<file path="src/rtl/microwave_pkg.sv">
// Shared types and limits for the microwave cook-timer datapath.
package microwave_pkg;

    typedef enum logic [1:0] {IDLE, RUN, PAUSE, DONE} cook_state_t;

    localparam int MIN_W = 7;
    localparam int SEC_W = 6;
    localparam int PWR_W = 8;

    localparam logic [MIN_W-1:0] MAX_MIN = 7'd99;
    localparam logic [SEC_W-1:0] MAX_SEC = 6'd59;

    function automatic logic [MIN_W-1:0] clamp_min(input logic [MIN_W-1:0] m);
        return (m > MAX_MIN) ? MAX_MIN : m;
    endfunction

    function automatic logic [SEC_W-1:0] clamp_sec(input logic [SEC_W-1:0] s);
        return (s > MAX_SEC) ? MAX_SEC : s;
    endfunction

endpackage

</file>
<file path="src/rtl/cook_timer_if.sv">
// Control/status bundle between the front panel / stop logic and cook_timer.
interface cook_timer_if;
    import microwave_pkg::*;

    logic             load;
    logic [MIN_W-1:0] set_min;
    logic [SEC_W-1:0] set_sec;
    logic [PWR_W-1:0] power_in;
    logic             start;
    logic             door_open;
    logic             clear_timer_signal;
    logic             microwave_power_off_signal;
    logic             microwave_power_on;
    logic [PWR_W-1:0] power_level;
    logic [MIN_W-1:0] rem_min;
    logic [SEC_W-1:0] rem_sec;
    logic             busy;
    logic             done;
    logic             beep;

    modport master (
        output load, set_min, set_sec, power_in, start, door_open,
               clear_timer_signal, microwave_power_off_signal,
        input  microwave_power_on, power_level, rem_min, rem_sec, busy, done, beep
    );

    modport slave (
        input  load, set_min, set_sec, power_in, start, door_open,
               clear_timer_signal, microwave_power_off_signal,
        output microwave_power_on, power_level, rem_min, rem_sec, busy, done, beep
    );

endinterface

</file>
<file path="src/rtl/sec_prescaler.sv">
// Counts 0..TICKS_PER_SEC-1 while enabled; o_wrap marks the last count of each second.
module sec_prescaler #(
    parameter int unsigned TICKS_PER_SEC = 50_000_000
) (
    input  logic clk,
    input  logic rst,
    input  logic i_en,
    input  logic i_clr,
    output logic o_wrap
);

    localparam int unsigned          CNT_W = $clog2(TICKS_PER_SEC);
    localparam logic [CNT_W-1:0]     LAST  = CNT_W'(TICKS_PER_SEC - 1);

    logic [CNT_W-1:0] r_cnt;

    // Wrap ignores i_clr so the caller may derive i_clr from o_wrap-free logic only.
    assign o_wrap = i_en && (r_cnt == LAST);

    always_ff @(posedge clk) begin
        if (rst || i_clr) begin
            r_cnt <= '0;
        end else if (i_en) begin
            r_cnt <= o_wrap ? '0 : r_cnt + CNT_W'(1);
        end
    end

endmodule

</file>
<file path="src/rtl/cook_timer.sv">
// mm:ss countdown cook timer driving the magnetron enable and power level.
// Optional completion beeper is built only when MW_BEEP_EN is defined.
module cook_timer
    import microwave_pkg::*;
#(
    parameter int unsigned TICKS_PER_SEC = 50_000_000,
    parameter int unsigned BEEP_SECONDS  = 3
) (
    input  logic          clk,
    input  logic          rst,
    cook_timer_if.slave   bus
);

    cook_state_t      r_state, w_state_nx;
    logic [MIN_W-1:0] r_min, w_min_nx, w_dec_min;
    logic [SEC_W-1:0] r_sec, w_sec_nx, w_dec_sec;
    logic [PWR_W-1:0] r_pwr, w_pwr_nx;
    logic             r_pon, r_busy, r_done;
    logic [PWR_W-1:0] r_plvl;
    logic             w_done_nx, w_ps_clr, w_ps_en, w_ps_wrap;
    logic             w_can_run, w_halt, w_time_zero;

    // Parameter sanity bound; a legal configuration generates nothing here.
    if (TICKS_PER_SEC < 2 || BEEP_SECONDS > 255) begin : g_bad_cfg
    end

    assign w_halt      = bus.door_open || bus.microwave_power_off_signal;
    assign w_can_run   = !w_halt;
    assign w_time_zero = (r_min == '0) && (r_sec == '0);
    // Counting every RUN cycle (including the one that pauses) keeps total heat time exact.
    assign w_ps_en     = (r_state == RUN);

    sec_prescaler #(.TICKS_PER_SEC(TICKS_PER_SEC)) u_sec_ps (
        .clk    (clk),
        .rst    (rst),
        .i_en   (w_ps_en),
        .i_clr  (w_ps_clr),
        .o_wrap (w_ps_wrap)
    );

    always_comb begin
        w_dec_min = r_min;
        w_dec_sec = r_sec - SEC_W'(1);
        if (r_sec == '0) begin
            w_dec_min = r_min - MIN_W'(1);
            w_dec_sec = MAX_SEC;
        end
    end

    always_comb begin
        w_state_nx = r_state;
        w_min_nx   = r_min;
        w_sec_nx   = r_sec;
        w_pwr_nx   = r_pwr;
        w_ps_clr   = 1'b0;
        w_done_nx  = 1'b0;
        if (bus.clear_timer_signal) begin
            w_state_nx = IDLE;
            w_min_nx   = '0;
            w_sec_nx   = '0;
            w_pwr_nx   = '0;
            w_ps_clr   = 1'b1;
        end else begin
            case (r_state)
                IDLE, DONE: begin
                    if (bus.load) begin
                        w_state_nx = IDLE;
                        w_min_nx   = clamp_min(bus.set_min);
                        w_sec_nx   = clamp_sec(bus.set_sec);
                        w_pwr_nx   = bus.power_in;
                    end else if (r_state == IDLE && bus.start && !w_time_zero && w_can_run) begin
                        w_state_nx = RUN;
                        w_ps_clr   = 1'b1;
                    end
                end
                PAUSE: begin
                    if (bus.start && w_can_run) w_state_nx = RUN;
                end
                RUN: begin
                    if (w_ps_wrap) begin
                        w_min_nx = w_dec_min;
                        w_sec_nx = w_dec_sec;
                        if (w_dec_min == '0 && w_dec_sec == '0) begin
                            w_state_nx = DONE;
                            w_done_nx  = 1'b1;
                        end
                    end
                    // A halt pauses unless this very edge finished the countdown.
                    if (w_halt && w_state_nx == RUN) w_state_nx = PAUSE;
                end
                default: w_state_nx = IDLE;
            endcase
        end
    end

    always_ff @(posedge clk) begin
        if (rst) begin
            r_state <= IDLE;
            r_min   <= '0;
            r_sec   <= '0;
            r_pwr   <= '0;
            r_pon   <= 1'b0;
            r_plvl  <= '0;
            r_busy  <= 1'b0;
            r_done  <= 1'b0;
        end else begin
            r_state <= w_state_nx;
            r_min   <= w_min_nx;
            r_sec   <= w_sec_nx;
            r_pwr   <= w_pwr_nx;
            r_pon   <= (w_state_nx == RUN);
            r_plvl  <= (w_state_nx == RUN) ? w_pwr_nx : '0;
            r_busy  <= (w_state_nx == RUN) || (w_state_nx == PAUSE);
            r_done  <= w_done_nx;
        end
    end

    assign bus.microwave_power_on = r_pon;
    assign bus.power_level        = r_plvl;
    assign bus.rem_min            = r_min;
    assign bus.rem_sec            = r_sec;
    assign bus.busy               = r_busy;
    assign bus.done               = r_done;

`ifdef MW_BEEP_EN
    localparam int unsigned BEEP_W = $clog2(BEEP_SECONDS + 1);

    logic              r_beep;
    logic [BEEP_W-1:0] r_beep_left;
    logic              w_beep_wrap, w_beep_stop;

    assign w_beep_stop = bus.clear_timer_signal ||
                         (bus.load && (r_state == IDLE || r_state == DONE));

    sec_prescaler #(.TICKS_PER_SEC(TICKS_PER_SEC)) u_beep_ps (
        .clk    (clk),
        .rst    (rst),
        .i_en   (r_beep),
        .i_clr  (w_done_nx),
        .o_wrap (w_beep_wrap)
    );

    always_ff @(posedge clk) begin
        if (rst || w_beep_stop) begin
            r_beep      <= 1'b0;
            r_beep_left <= '0;
        end else if (w_done_nx) begin
            r_beep      <= 1'b1;
            r_beep_left <= BEEP_W'(BEEP_SECONDS);
        end else if (r_beep && w_beep_wrap) begin
            if (r_beep_left <= BEEP_W'(1)) r_beep <= 1'b0;
            r_beep_left <= r_beep_left - BEEP_W'(1);
        end
    end

    assign bus.beep = r_beep;
`else
    assign bus.beep = 1'b0;
`endif

endmodule
</file>
<file path="src/flat_wrapper.sv">
// flat-port wrapper written by rule: the top's interface ports become plain ports
module cook_timer_flat import microwave_pkg::*;
#(
    parameter int unsigned TICKS_PER_SEC = 50_000_000,
    parameter int unsigned BEEP_SECONDS  = 3
)
  (clk, rst, bus_load, bus_set_min, bus_set_sec, bus_power_in, bus_start, bus_door_open, bus_clear_timer_signal, bus_microwave_power_off_signal, bus_microwave_power_on, bus_power_level, bus_rem_min, bus_rem_sec, bus_busy, bus_done, bus_beep);
  cook_timer_if bus_i ();
  input  logic clk;
  input  logic rst;
  input wire logic [$bits(bus_i.load)-1:0] bus_load;
  input wire logic [$bits(bus_i.set_min)-1:0] bus_set_min;
  input wire logic [$bits(bus_i.set_sec)-1:0] bus_set_sec;
  input wire logic [$bits(bus_i.power_in)-1:0] bus_power_in;
  input wire logic [$bits(bus_i.start)-1:0] bus_start;
  input wire logic [$bits(bus_i.door_open)-1:0] bus_door_open;
  input wire logic [$bits(bus_i.clear_timer_signal)-1:0] bus_clear_timer_signal;
  input wire logic [$bits(bus_i.microwave_power_off_signal)-1:0] bus_microwave_power_off_signal;
  output wire logic [$bits(bus_i.microwave_power_on)-1:0] bus_microwave_power_on;
  output wire logic [$bits(bus_i.power_level)-1:0] bus_power_level;
  output wire logic [$bits(bus_i.rem_min)-1:0] bus_rem_min;
  output wire logic [$bits(bus_i.rem_sec)-1:0] bus_rem_sec;
  output wire logic [$bits(bus_i.busy)-1:0] bus_busy;
  output wire logic [$bits(bus_i.done)-1:0] bus_done;
  output wire logic [$bits(bus_i.beep)-1:0] bus_beep;
  assign bus_i.load = bus_load;
  assign bus_i.set_min = bus_set_min;
  assign bus_i.set_sec = bus_set_sec;
  assign bus_i.power_in = bus_power_in;
  assign bus_i.start = bus_start;
  assign bus_i.door_open = bus_door_open;
  assign bus_i.clear_timer_signal = bus_clear_timer_signal;
  assign bus_i.microwave_power_off_signal = bus_microwave_power_off_signal;
  assign bus_microwave_power_on = bus_i.microwave_power_on;
  assign bus_power_level = bus_i.power_level;
  assign bus_rem_min = bus_i.rem_min;
  assign bus_rem_sec = bus_i.rem_sec;
  assign bus_busy = bus_i.busy;
  assign bus_done = bus_i.done;
  assign bus_beep = bus_i.beep;
  cook_timer #(.TICKS_PER_SEC(TICKS_PER_SEC), .BEEP_SECONDS(BEEP_SECONDS)) u_core (.clk(clk), .rst(rst), .bus(bus_i));
endmodule
</file>
<file path="config.mk">
export PLATFORM = sky130hd
export DESIGN_NAME = cook_timer_flat
export DESIGN_NICKNAME = d
export VERILOG_FILES = /design/src/rtl/microwave_pkg.sv /design/src/rtl/cook_timer_if.sv /design/src/rtl/sec_prescaler.sv /design/src/rtl/cook_timer.sv /design/src/flat_wrapper.sv
export SDC_FILE = /design/constraint.sdc
export NUM_CORES = 1
export LEC_CHECK = 0
export CELL_PAD_IN_SITES_DETAIL_PLACEMENT = 1
export CELL_PAD_IN_SITES_GLOBAL_PLACEMENT = 1
export CORE_MARGIN = 3
export CORE_UTILIZATION = 36
export DETAILED_ROUTE_END_ITERATION = 8
export PLACE_DENSITY_LB_ADDON = 0.1
export SYNTH_ARGS = -nofsm -noshare
export SYNTH_HDL_FRONTEND = slang
export SYNTH_SLANG_ARGS = --single-unit
</file>
<file path="constraint.sdc">
create_clock -name clk -period 2.41 [get_ports clk]
set_input_delay 0.6025 -clock clk [delete_from_list [all_inputs] [get_ports clk]]
set_output_delay 0.6025 -clock clk [all_outputs]
set_load 0.005 [all_outputs]
</file>
==> flow_metrics.env, run 1 <==
export IMPL_clk_path_buf_depth=2
export IMPL_ir_worst_vdd_v=0.000254
export IMPL_layout_drive_gt1_share_pct=20.3
export IMPL_final_seq_area_mm2=0.00120
export IMPL_hp_start="u_core.r_pwr[3]$_SDFF_PP0_"
export IMPL_ys_ff_latch=60
export IMPL_vias=3206
export IMPL_max_freq_mhz=437
export IMPL_synth_cell_area_mm2=0.00322
export IMPL_route_detailed_drc=0
export IMPL_htreeDepth=3
export IMPL_rr_endpoint="u_core.bus.power_level[4]$_SDFF_PP0_"
export IMPL_min_path_cells=2
export IMPL_end_kind="register"
export IMPL_synth_edff_count=0
export IMPL_met2_usage_pct=33.2
export IMPL_clk_latency_ns=0.35
export IMPL_met3_usage_pct=4.91
export IMPL_cp_slowest_cell="or3_4"
export IMPL_syn_instance_count=393
export IMPL_setup_viol=0
export IMPL_status="completed"
export IMPL_clk_pin_slew_worst_paths_ns=0.07
export IMPL_path_class="register to register"
export IMPL_cts_buffers_inserted=9
export IMPL_core_area_mm2=0.00846
export IMPL_dpl_cell_count=593
export IMPL_clock_skew_ns=0.0114
export IMPL_worstHoldEndpoint="u_core.r_pwr[3]$_SDFF_PP0_"
export IMPL_hold_path_class="register to register"
export IMPL_r2r_start="u_core.u_sec_ps.r_cnt[19]$_SDFFE_PP0P_"
export IMPL_wl_um=9590
export IMPL_clock_sinks=60
export IMPL_nFillCells=1027
export IMPL_yosysUniqueCellTypes=62
export IMPL_worstPathMaxFanout=9
export IMPL_multi_input_area_mm2=0.00193
export IMPL_grt_pass1_vias=3306
export IMPL_slew_viol_final=0
export IMPL_yosysSeqAreaShare_pct=37.3
export IMPL_busiest_layer="met2"
export IMPL_max_cap_violations=0
export IMPL_cts_root_buffer="clkbuf_8"
export IMPL_nets=536
export IMPL_powerDensity_mw_per_mm2=504
export IMPL_hpwlAfterDp_um=7190
export IMPL_pin_count=53
export IMPL_final_hold_viol_count=0
export IMPL_die_h_um=101
export IMPL_final_cells=607
export IMPL_wl_per_cell_um=15.8
export IMPL_antenna_found_initial=0
export IMPL_drt_pass1_iter_count=4
export IMPL_die_area_mm2=0.0101
export IMPL_grt_usage_pct=20.3
export IMPL_r2r_cells=8
export IMPL_synth_area_leaders="dfxtp_1, nor2_1, nand2_1"
export IMPL_area_growth_syn_to_layout_pct=40.6
export IMPL_critPathArrivalTime_ns=2.52
export IMPL_grt_ovfl_total=0
export IMPL_reg2reg_setup_slack_ns=0.12
export IMPL_fin_crit_ns=2.29
export IMPL_vias_per_cell=5.28
export IMPL_ys_warn_count=0
export IMPL_gp_congestion=0.792
export IMPL_start_util_pct=38.0
export IMPL_netlist_area_leader_share_pct=37.3
export IMPL_drt_iter0_markers=80
export IMPL_synth_top_flop_cell="dfxtp_1"
export IMPL_grt_max_degree=26
export IMPL_yosys_area_top_type="dfxtp_1"
export IMPL_syn_area_per_cell_um2=8.19
export IMPL_cts_tree="yes"
export IMPL_cp_required_ns=2.64
export IMPL_async_flop_share_pct=0
export IMPL_antennaDiodeCount=0
export IMPL_io_buffers=51
export IMPL_syn_num_nets=430
export IMPL_die_x_um=101
export IMPL_p_leak_nw=1.72
export IMPL_post_layout_total_power_mw=2.28
export IMPL_min_period_over_period_pct=94.9
export IMPL_grt_pass1_wl_um=16200
export IMPL_drtAntennaViolNets=0
export IMPL_fin_util_pct=53.5
export IMPL_met1_usage_pct=26.5
export IMPL_slowest_delay_ns=0.40
export IMPL_worst_setup_path_start_kind="register"
export IMPL_post_cts_setup_buffers=0
export IMPL_crit_chain="nor4bb_1, nand4_1, nor4_2, buf_4, a21oi_1, or3_4, ha_4, and2_1"
export IMPL_rows=33
-- layout make-up --
type / instances / area share, %
tap: 105 / 2.90
timing repair buffer: 114 / 22.3
clock buffer: 13 / 3.95
clock inverter: 1 / 0.663
multi-input combinational: 301 / 42.6
inverter: 13 / 1.08
sequential: 60 / 26.5
-- synthesized netlist by cell type, drive strengths merged (8+ instances only) --
cell type and number:
nand2 45, nand3 14, nand4 11, a21oi 20
dfxtp 60, or3 8, clkbuf 13, nor2 50
o21ai 11, and2 9, xnor2 19, xor2 8
ha 9, inv 13, nor3 14
-- worst max-delay path by stage --
stage	start	endpoint	slack [ns]	cells after the start
after floorplan	u_core.u_sec_ps.r_cnt[0]$_SDFFE_PP0P_	u_core.bus.power_level[0]$_SDFF_PP0_	0.09	8
after global placement	bus_start	u_core.u_sec_ps.r_cnt[18]$_SDFFE_PP0P_	-0.13	9
after detailed placement	bus_start	u_core.bus.power_level[4]$_SDFF_PP0_	-0.21	9
after CTS	u_core.bus.rem_sec[1]$_SDFFE_PP0P_	u_core.bus.power_level[4]$_SDFF_PP0_	0.0008	9
after global routing	u_core.u_sec_ps.r_cnt[19]$_SDFFE_PP0P_	u_core.bus.power_level[1]$_SDFF_PP0_	-0.0006	8
final	u_core.u_sec_ps.r_cnt[19]$_SDFFE_PP0P_	u_core.bus.power_level[4]$_SDFF_PP0_	0.12	8
-- layout by cell type, fill, tap and decap left out, types with 11 or more instances in the layout --
master and n:
buf_4 61, nor3_1 13, dfxtp_1 60, xnor2_1 19
clkdlybuf4s50_1 51, a21oi_1 20, o21ai_0 11, nand3_1 14
clkbuf_8 13, nor2_1 50, inv_1 13, nand2_1 45
-- layer usage --
layer  vias up  wire (um)
li1       1594          -
met1      1542       4660
met2        58       4410
met3        12        393
met4         0        133
met5         -          0
-- sequential cells by signal, summed over array words and instances (netlist names) --
signal and cells:
u_core.u_sec_ps.r_cnt 26, u_core.bus.power_level 8, u_core.r_pwr 8, u_core.bus.rem_min 7
u_core.bus.rem_sec 6, u_core.r_state 2, u_core.bus.busy 1, u_core.bus.done 1
u_core.bus.microwave_power_on 1
-- report_power, final --
| part | switching, mW | internal (mW) | total, mW | leakage [nW] |
|---|---|---|---|---|
| logic | 0.141 | 0.152 | 0.293 | 1.13 |
| clock network | 0.392 | 0.579 | 0.972 | 0.108 |
| registers | 0.0113 | 1.00 | 1.02 | 0.485 |
-- through the flow --
stage / TNS [ns] / area, um2 / hold slack [ns] / setup slack [ns]
6_report: 0 / 4530 / 0.460 / 0.124
5_1_grt: -0.000603 / 4530 / 0.485 / -0.000603
4_1_cts: 0 / 4490 / 0.467 / 0.000817
3_5_place_dp: -5.67 / 4270 / 0.458 / -0.207
3_3_place_gp: -3.67 / 4270 / 0.441 / -0.127
2_1_floorplan: 0 / 3220 / 0.434 / 0.0862
-- cells by family (layout without fill, tap and decap cells) --
family | Yosys count | count (layout) | synth area share [%]
fa+ha+maj | 9 | 9 | 3.50
compound gates | 63 | 63 | 13.4
xor+xnor | 27 | 27 | 7.35
simple gates | 195 | 195 | 32.1
flops | 60 | 60 | 37.3
other cells | 1 | 1 | 0.116
buf+inv | 32 | 141 | 4.24
mux | 6 | 6 | 1.90
-- worst max-delay path, delay by kind of cell, from the launching register on --
kind                     cells  cell delay [ns]
adder cells (fa/ha/maj)      1             0.19
AO/OA/AOI/OAI                1             0.09
AND/OR/NAND/NOR              5             1.41
buffers and inverters        1             0.16
flip-flops                   1             0.33
-- timing repair --
action | in CTS | in global routing
gates resized for setup | 2 | 7
setup endpoints to repair | 9 | 11
hold buffers | 0 | 0
No activity file was read; power rests on OpenSTA's default activity.
==> run 2, diff against run 1 <==
--- a/config.mk
+++ b/config.mk
@@ -12,2 +12,3 @@
 export DETAILED_ROUTE_END_ITERATION = 8
+export GPL_ROUTABILITY_DRIVEN = 1
 export PLACE_DENSITY_LB_ADDON = 0.1
--- a/constraint.sdc
+++ b/constraint.sdc
@@ -3,2 +3,2 @@
 set_output_delay 0.6025 -clock clk [all_outputs]
-set_load 0.005 [all_outputs]
+set_load 0.1 [all_outputs]
==> flow_metrics.env, run 2 (synthesis results as in run 1) <==
export IMPL_min_path_cells=2
export IMPL_clk_pin_slew_worst_paths_ns=0.07
export IMPL_crit_family="simple AND/OR/NAND/NOR gates"
export IMPL_io_buffers=51
export IMPL_drt_pass1_iter_count=4
export IMPL_area_growth_syn_to_layout_pct=38.8
export IMPL_slew_viol_final=0
export IMPL_cp_slowest_cell="or4b_4"
export IMPL_max_cap_violations=0
export IMPL_drtAntennaViolNets=0
export IMPL_cts_root_buffer="clkbuf_8"
export IMPL_grt_ovfl_total=0
export IMPL_crit_chain="buf_4, and4_1, or4b_4, o41ai_4, buf_12, a21boi_0, o22ai_1"
export IMPL_die_x_um=101
export IMPL_final_common_cell="buf_4"
export IMPL_layout_common_cells="buf_4, nor2_1, dfxtp_1"
export IMPL_dpl_cell_count=588
export IMPL_antennaDiodeCount=0
export IMPL_clk_latency_ns=0.33
export IMPL_clock_skew_ns=0.00768
export IMPL_crit_buf_inv=2
export IMPL_post_route_cell_area_mm2=0.00447
export IMPL_antenna_found_initial=0
export IMPL_fin_crit_ns=2.28
export IMPL_hold_path_class="register to register"
export IMPL_cts_tree="yes"
export IMPL_fin_util_pct=52.8
export IMPL_end_kind="register"
export IMPL_die_h_um=101
export IMPL_route_detailed_drc=0
export IMPL_clock_sinks=60
export IMPL_setup_tns_ns=0
export IMPL_start_util_pct=38.0
export IMPL_wl_per_cell_um=16.0
export IMPL_gp_congestion=0.787
export IMPL_vias_per_cell=5.29
export IMPL_htreeDepth=3
export IMPL_worst_setup_path_start_kind="register"
export IMPL_nets=532
export IMPL_fin_ws_ns=0.132
export IMPL_largest_register="u_core.u_sec_ps.r_cnt"
export IMPL_final_hold_viol_count=0
export IMPL_rr_endpoint="u_core.bus.rem_min[0]$_SDFFE_PP0P_"
export IMPL_cp_required_ns=2.62
export IMPL_cts_buffers_inserted=9
export IMPL_r2r_cells=7
export IMPL_vias=3194
export IMPL_powerDensity_mw_per_mm2=510
export IMPL_core_area_mm2=0.00846
export IMPL_path_class="register to register"
export IMPL_status="completed"
export IMPL_rows=33
export IMPL_die_area_mm2=0.0101
export IMPL_grt_pass1_vias=3364
export IMPL_min_period_over_period_pct=94.5
export IMPL_r2r_start="u_core.u_sec_ps.r_cnt[15]$_SDFFE_PP0P_"
export IMPL_critPathArrivalTime_ns=2.48
export IMPL_clk_path_buf_depth=2
export IMPL_setup_viol=0
export IMPL_pin_count=53
export IMPL_ir_worst_vdd_v=0.000253
export IMPL_worstPathMaxFanout=13
export IMPL_largest_register_ffs=26
export IMPL_place_area_mm2=0.00420
export IMPL_wl_um=9690
export IMPL_grt_usage_pct=20.0
export IMPL_worstHoldEndpoint="u_core.r_pwr[6]$_SDFF_PP0_"
export IMPL_final_cells=604
export IMPL_grt_pass1_wl_um=16500
export IMPL_p_leak_nw=1.75
export IMPL_grt_max_degree=26
export IMPL_max_freq_mhz=439
export IMPL_slowest_delay_ns=0.52
export IMPL_layout_drive_gt1_share_pct=27.9
export IMPL_reg2reg_setup_slack_ns=0.13
export IMPL_drt_iter0_markers=103
export IMPL_pre_cts_ws_ns=-0.194
export IMPL_hp_start="u_core.r_pwr[6]$_SDFF_PP0_"
export IMPL_hpwlAfterDp_um=7160
export IMPL_cts_hold_buf=0
run 2: cell types whose count changed in the layout (fill, tap and decap cells not counted), moves of 3 or more:
cell,delta
clkdlybuf4s50_1,-24
buf_4,+20
dfxtp_4,+5
clkbuf_8,-3
clkinv_2,+3
dfxtp_1,-10
dfxtp_2,+5
run 2: worst max-delay path by stage:
stage	end	depth (start not counted)	slack (ns)	from
detailed placement	u_core.bus.power_level[1]$_SDFF_PP0_	9	-0.19	bus_microwave_power_off_signal
global route	u_core.u_sec_ps.r_cnt[25]$_SDFFE_PP0P_	8	-0.01	u_core.r_state[1]$_SDFF_PP0_
CTS	u_core.bus.power_level[1]$_SDFF_PP0_	8	0.03	u_core.u_sec_ps.r_cnt[1]$_SDFFE_PP0P_
finish	u_core.bus.rem_min[0]$_SDFFE_PP0P_	7	0.13	u_core.u_sec_ps.r_cnt[15]$_SDFFE_PP0P_
global placement	u_core.u_sec_ps.r_cnt[24]$_SDFFE_PP0P_	9	-0.19	bus_start
floorplan	u_core.bus.power_level[0]$_SDFF_PP0_	7	0.002	u_core.bus.rem_min[4]$_SDFFE_PP0P_
run 2: layout make-up:
type / instances / area (um2)
well taps: 105 / 131
repair buffers: 110 / 918
inverters: 13 / 48.8
fillers: 1022 / 4000
clock buffers: 10 / 138
flip-flops and latches: 60 / 1230
multi-input cells: 301 / 1950
clock inverters: 5 / 52.6
run 2: where the power goes:
| part | internal (mW) | leakage (nW) | total (mW) | switching (mW) |
|---|---|---|---|---|
| logic | 0.151 | 1.16 | 0.355 | 0.204 |
| registers | 1.00 | 0.491 | 1.02 | 0.0165 |
| clock network | 0.495 | 0.0979 | 0.904 | 0.410 |
run 2: repair_timing:
item | in CTS | in global routing
endpoints found under the hold margin | 0 | 0
resized for setup | 3 | 11
cloned | 0 | 0
buffers inserted | 0 | 1
endpoints found under the setup margin | 10 | 12
pin swaps | 0 | 3
run 2: metal layers:
layer	vias to the layer above	track usage, %	wire length, um
met5	-	0	0
met4	0	4.46	82
met3	8	3.39	310
met2	58	33.5	4560
met1	1541	27.0	4740
li1	1587	-	-
run 2: through the flow:
step           hold WS [ns]  power (mW)
4_1_cts               0.464        2.29
3_5_place_dp          0.454        1.39
5_1_grt               0.485        2.38
3_3_place_gp          0.443        1.38
2_1_floorplan         0.434        1.24
6_report              0.464        2.28
run 2: worst min-delay path, cell delays in order, from the launching register on:
cell and delay (ns):
dfxtp_1 0.30, nand2_1 0.05, a21oi_1 0.07
==> run 3, diff against run 2 <==
Settings changed: ABC_AREA from default to 1, CORE_UTILIZATION 36 to 35.
==> flow_metrics.env, run 3 <==
export IMPL_status="finished, violations left"
export IMPL_violations="negative setup slack"
export IMPL_slew_viol_final=0
export IMPL_antenna_found_initial=0
export IMPL_largest_register="u_core.u_sec_ps.r_cnt"
export IMPL_critPathArrivalTime_ns=2.71
export IMPL_ys_warn_count=0
export IMPL_syn_instance_count=449
export IMPL_fin_crit_ns=2.43
export IMPL_cts_buffers_inserted=9
export IMPL_yosys_area_top_type="dfxtp_1"
export IMPL_ys_ff_latch=60
export IMPL_pin_count=53
export IMPL_vias=3334
export IMPL_start_util_pct=37.0
export IMPL_synth_cell_area_mm2=0.00330
export IMPL_die_area_mm2=0.0106
export IMPL_area_growth_syn_to_layout_pct=33.2
export IMPL_yosysUniqueCellTypes=46
export IMPL_grt_pass1_wl_um=16300
export IMPL_vias_per_cell=5.15
export IMPL_worstPathMaxFanout=8
export IMPL_final_common_cell="nand2_1"
export IMPL_grt_usage_pct=19.6
export IMPL_max_freq_mhz=412
export IMPL_cts_tree="yes"
export IMPL_cp_required_ns=2.69
export IMPL_path_class="register to register"
export IMPL_yosysSeqAreaShare_pct=36.3
export IMPL_syn_num_nets=486
export IMPL_powerDensity_mw_per_mm2=543
export IMPL_final_hold_viol_count=0
export IMPL_hold_path_class="register to register"
export IMPL_worst_setup_path_start_kind="register"
export IMPL_clk_pin_slew_worst_paths_ns=0.08
export IMPL_rows=34
export IMPL_setup_viol=5
export IMPL_async_flop_share_pct=0
export IMPL_drt_pass1_iter_count=4
export IMPL_end_kind="register"
export IMPL_synth_area_leaders="dfxtp_1, nand2_1, nor2_1"
export IMPL_synth_most_common_cell="nand2_1"
export IMPL_grt_pass1_vias=3446
export IMPL_core_area_mm2=0.00893
export IMPL_cts_root_buffer="clkbuf_8"
export IMPL_hpwlAfterDp_um=7400
export IMPL_io_buffers=51
export IMPL_syn_area_per_cell_um2=7.36
export IMPL_synth_common_cells="nand2_1, dfxtp_1, nor2_1, inv_1"
export IMPL_cts_hold_buf=0
export IMPL_wl_um=10000
export IMPL_clk_latency_ns=0.34
export IMPL_largest_register_ffs=26
export IMPL_htreeDepth=3
export IMPL_p_leak_nw=1.71
export IMPL_wl_per_cell_um=15.4
export IMPL_fin_ws_ns=-0.0169
export IMPL_gp_congestion=0.847
export IMPL_netlist_area_leader_share_pct=36.3
export IMPL_max_cap_violations=0
export IMPL_clock_sinks=60
export IMPL_grt_ovfl_total=0
export IMPL_clock_skew_ns=0.00814
export IMPL_grt_max_degree=20
export IMPL_rsz0062_at_grt="true"
export IMPL_drtAntennaViolNets=0
export IMPL_pre_cts_ws_ns=-0.167
export IMPL_layout_common_cells="nand2_1, buf_4, nor2_1"
export IMPL_layout_drive_gt1_share_pct=29.3
export IMPL_antennaDiodeCount=0
export IMPL_die_x_um=103
export IMPL_drt_iter0_markers=55
export IMPL_ir_worst_vdd_v=0.000204
export IMPL_synth_edff_count=0
export IMPL_synth_top_flop_cell="dfxtp_1"
export IMPL_min_period_over_period_pct=101
export IMPL_die_h_um=103
export IMPL_nets=572
export IMPL_route_detailed_drc=0
export IMPL_nFillCells=1151
export IMPL_clk_path_buf_depth=2
export IMPL_holdWs_ns=0.495
## run 3: cell count changes in the layout (fill, tap and decap cells not counted), sizes merged, moves of 7 or more
cell	before	now
nand2	45	93
xnor2	19	4
nor2	50	75
buf	83	57
inv	13	45
o21ai	11	28
and2	9	2
nor2b	7	0
or3	8	0
nand3	14	28
## run 3: worst paths after layout
kind | cells after the start | endpoint | startpoint | slack [ns]
worst min register to register | 2 | u_core.u_sec_ps.r_cnt[1]$_SDFFE_PP0P_ | u_core.u_sec_ps.r_cnt[1]$_SDFFE_PP0P_ | 0.50
worst max register to register | 21 | u_core.bus.power_level[0]$_SDFF_PP0_ | u_core.bus.rem_sec[1]$_SDFFE_PP0P_ | -0.02
worst min-delay path | 2 | u_core.u_sec_ps.r_cnt[1]$_SDFFE_PP0P_ | u_core.u_sec_ps.r_cnt[1]$_SDFFE_PP0P_ | 0.50
worst max-delay path | 21 | u_core.bus.power_level[0]$_SDFF_PP0_ | u_core.bus.rem_sec[1]$_SDFFE_PP0P_ | -0.02
## run 3: area by class of cell
type | count | area (um2) | area share, %
multi-input cells | 337 | 1990 | 45.2
flip-flops and latches | 60 | 1230 | 27.8
repair buffers | 84 | 714 | 16.2
inverters | 43 | 173 | 3.92
clock inverters | 5 | 35.0 | 0.796
well taps | 108 | 135 | 3.07
clock buffers | 11 | 131 | 2.98
## run 3: through the flow
step | util [%] | total power, mW | instances | setup TNS [ns] | cell area [um2]
floorplan | - | 1.36 | 449 | 0 | 3330
global placement | 45.3 | 1.53 | 623 | 0 | 4050
detailed placement | 45.3 | 1.53 | 623 | -1.21 | 4050
CTS | 48.4 | 2.41 | 645 | -0.156 | 4330
global route | 49.3 | 2.52 | 648 | -1.86 | 4400
finish | 49.3 | 2.39 | 648 | -0.0576 | 4400
## run 3: what timing repair did
item,CTS,global route
pin swaps,15,8
endpoints found under the setup margin,9,19
buffers inserted,5,3
resized for setup,18,12
gates cloned,1,0
## run 3: cells by family (layout without fill, tap and decap cells)
family / count (synthesis) / count (layout) / share of synthesized area, %
adders and majority gates: 9 / 9 / 3.41
AOI/OAI and AO/OA: 73 / 73 / 12.9
and+or+nand+nor: 242 / 243 / 37.4
xor gates and xnor gates: 11 / 11 / 2.92
DFF: 60 / 60 / 36.3
other: 1 / 1 / 0.113
buffers and inverters: 53 / 143 / 6.82
## run 3: critical path, cell delays in order, from the launching register on
cell and delay [ns]:
dfxtp_4 0.36, inv_4 0.06, ha_4 0.15, inv_4 0.04, nor2_4 0.13, buf_6 0.12
nand3_4 0.10, nand2_2 0.10, o21ai_2 0.05, nand3b_1 0.16, nor2_2 0.10, nand2_2 0.09
nand3_2 0.07, nand3_2 0.08, nand3_2 0.07, nand2_2 0.06, nor2_2 0.10, ha_2 0.20
inv_2 0.04, nor2_4 0.12, inv_4 0.07, nor2_1 0.09
## run 3: power by group
part | leakage [nW] | internal (mW) | switching [mW]
registers | 0.492 | 1.01 | 0.0194
logic | 1.13 | 0.214 | 0.326
clock network | 0.0886 | 0.379 | 0.446
total | 1.71 | 1.60 | 0.791
## run 3: layer usage
metal  track usage (%)  wire length [um]
met5                 0                 0
met3              4.80               339
met2              34.5              5070
met1              23.6              4460
met4              5.78               131
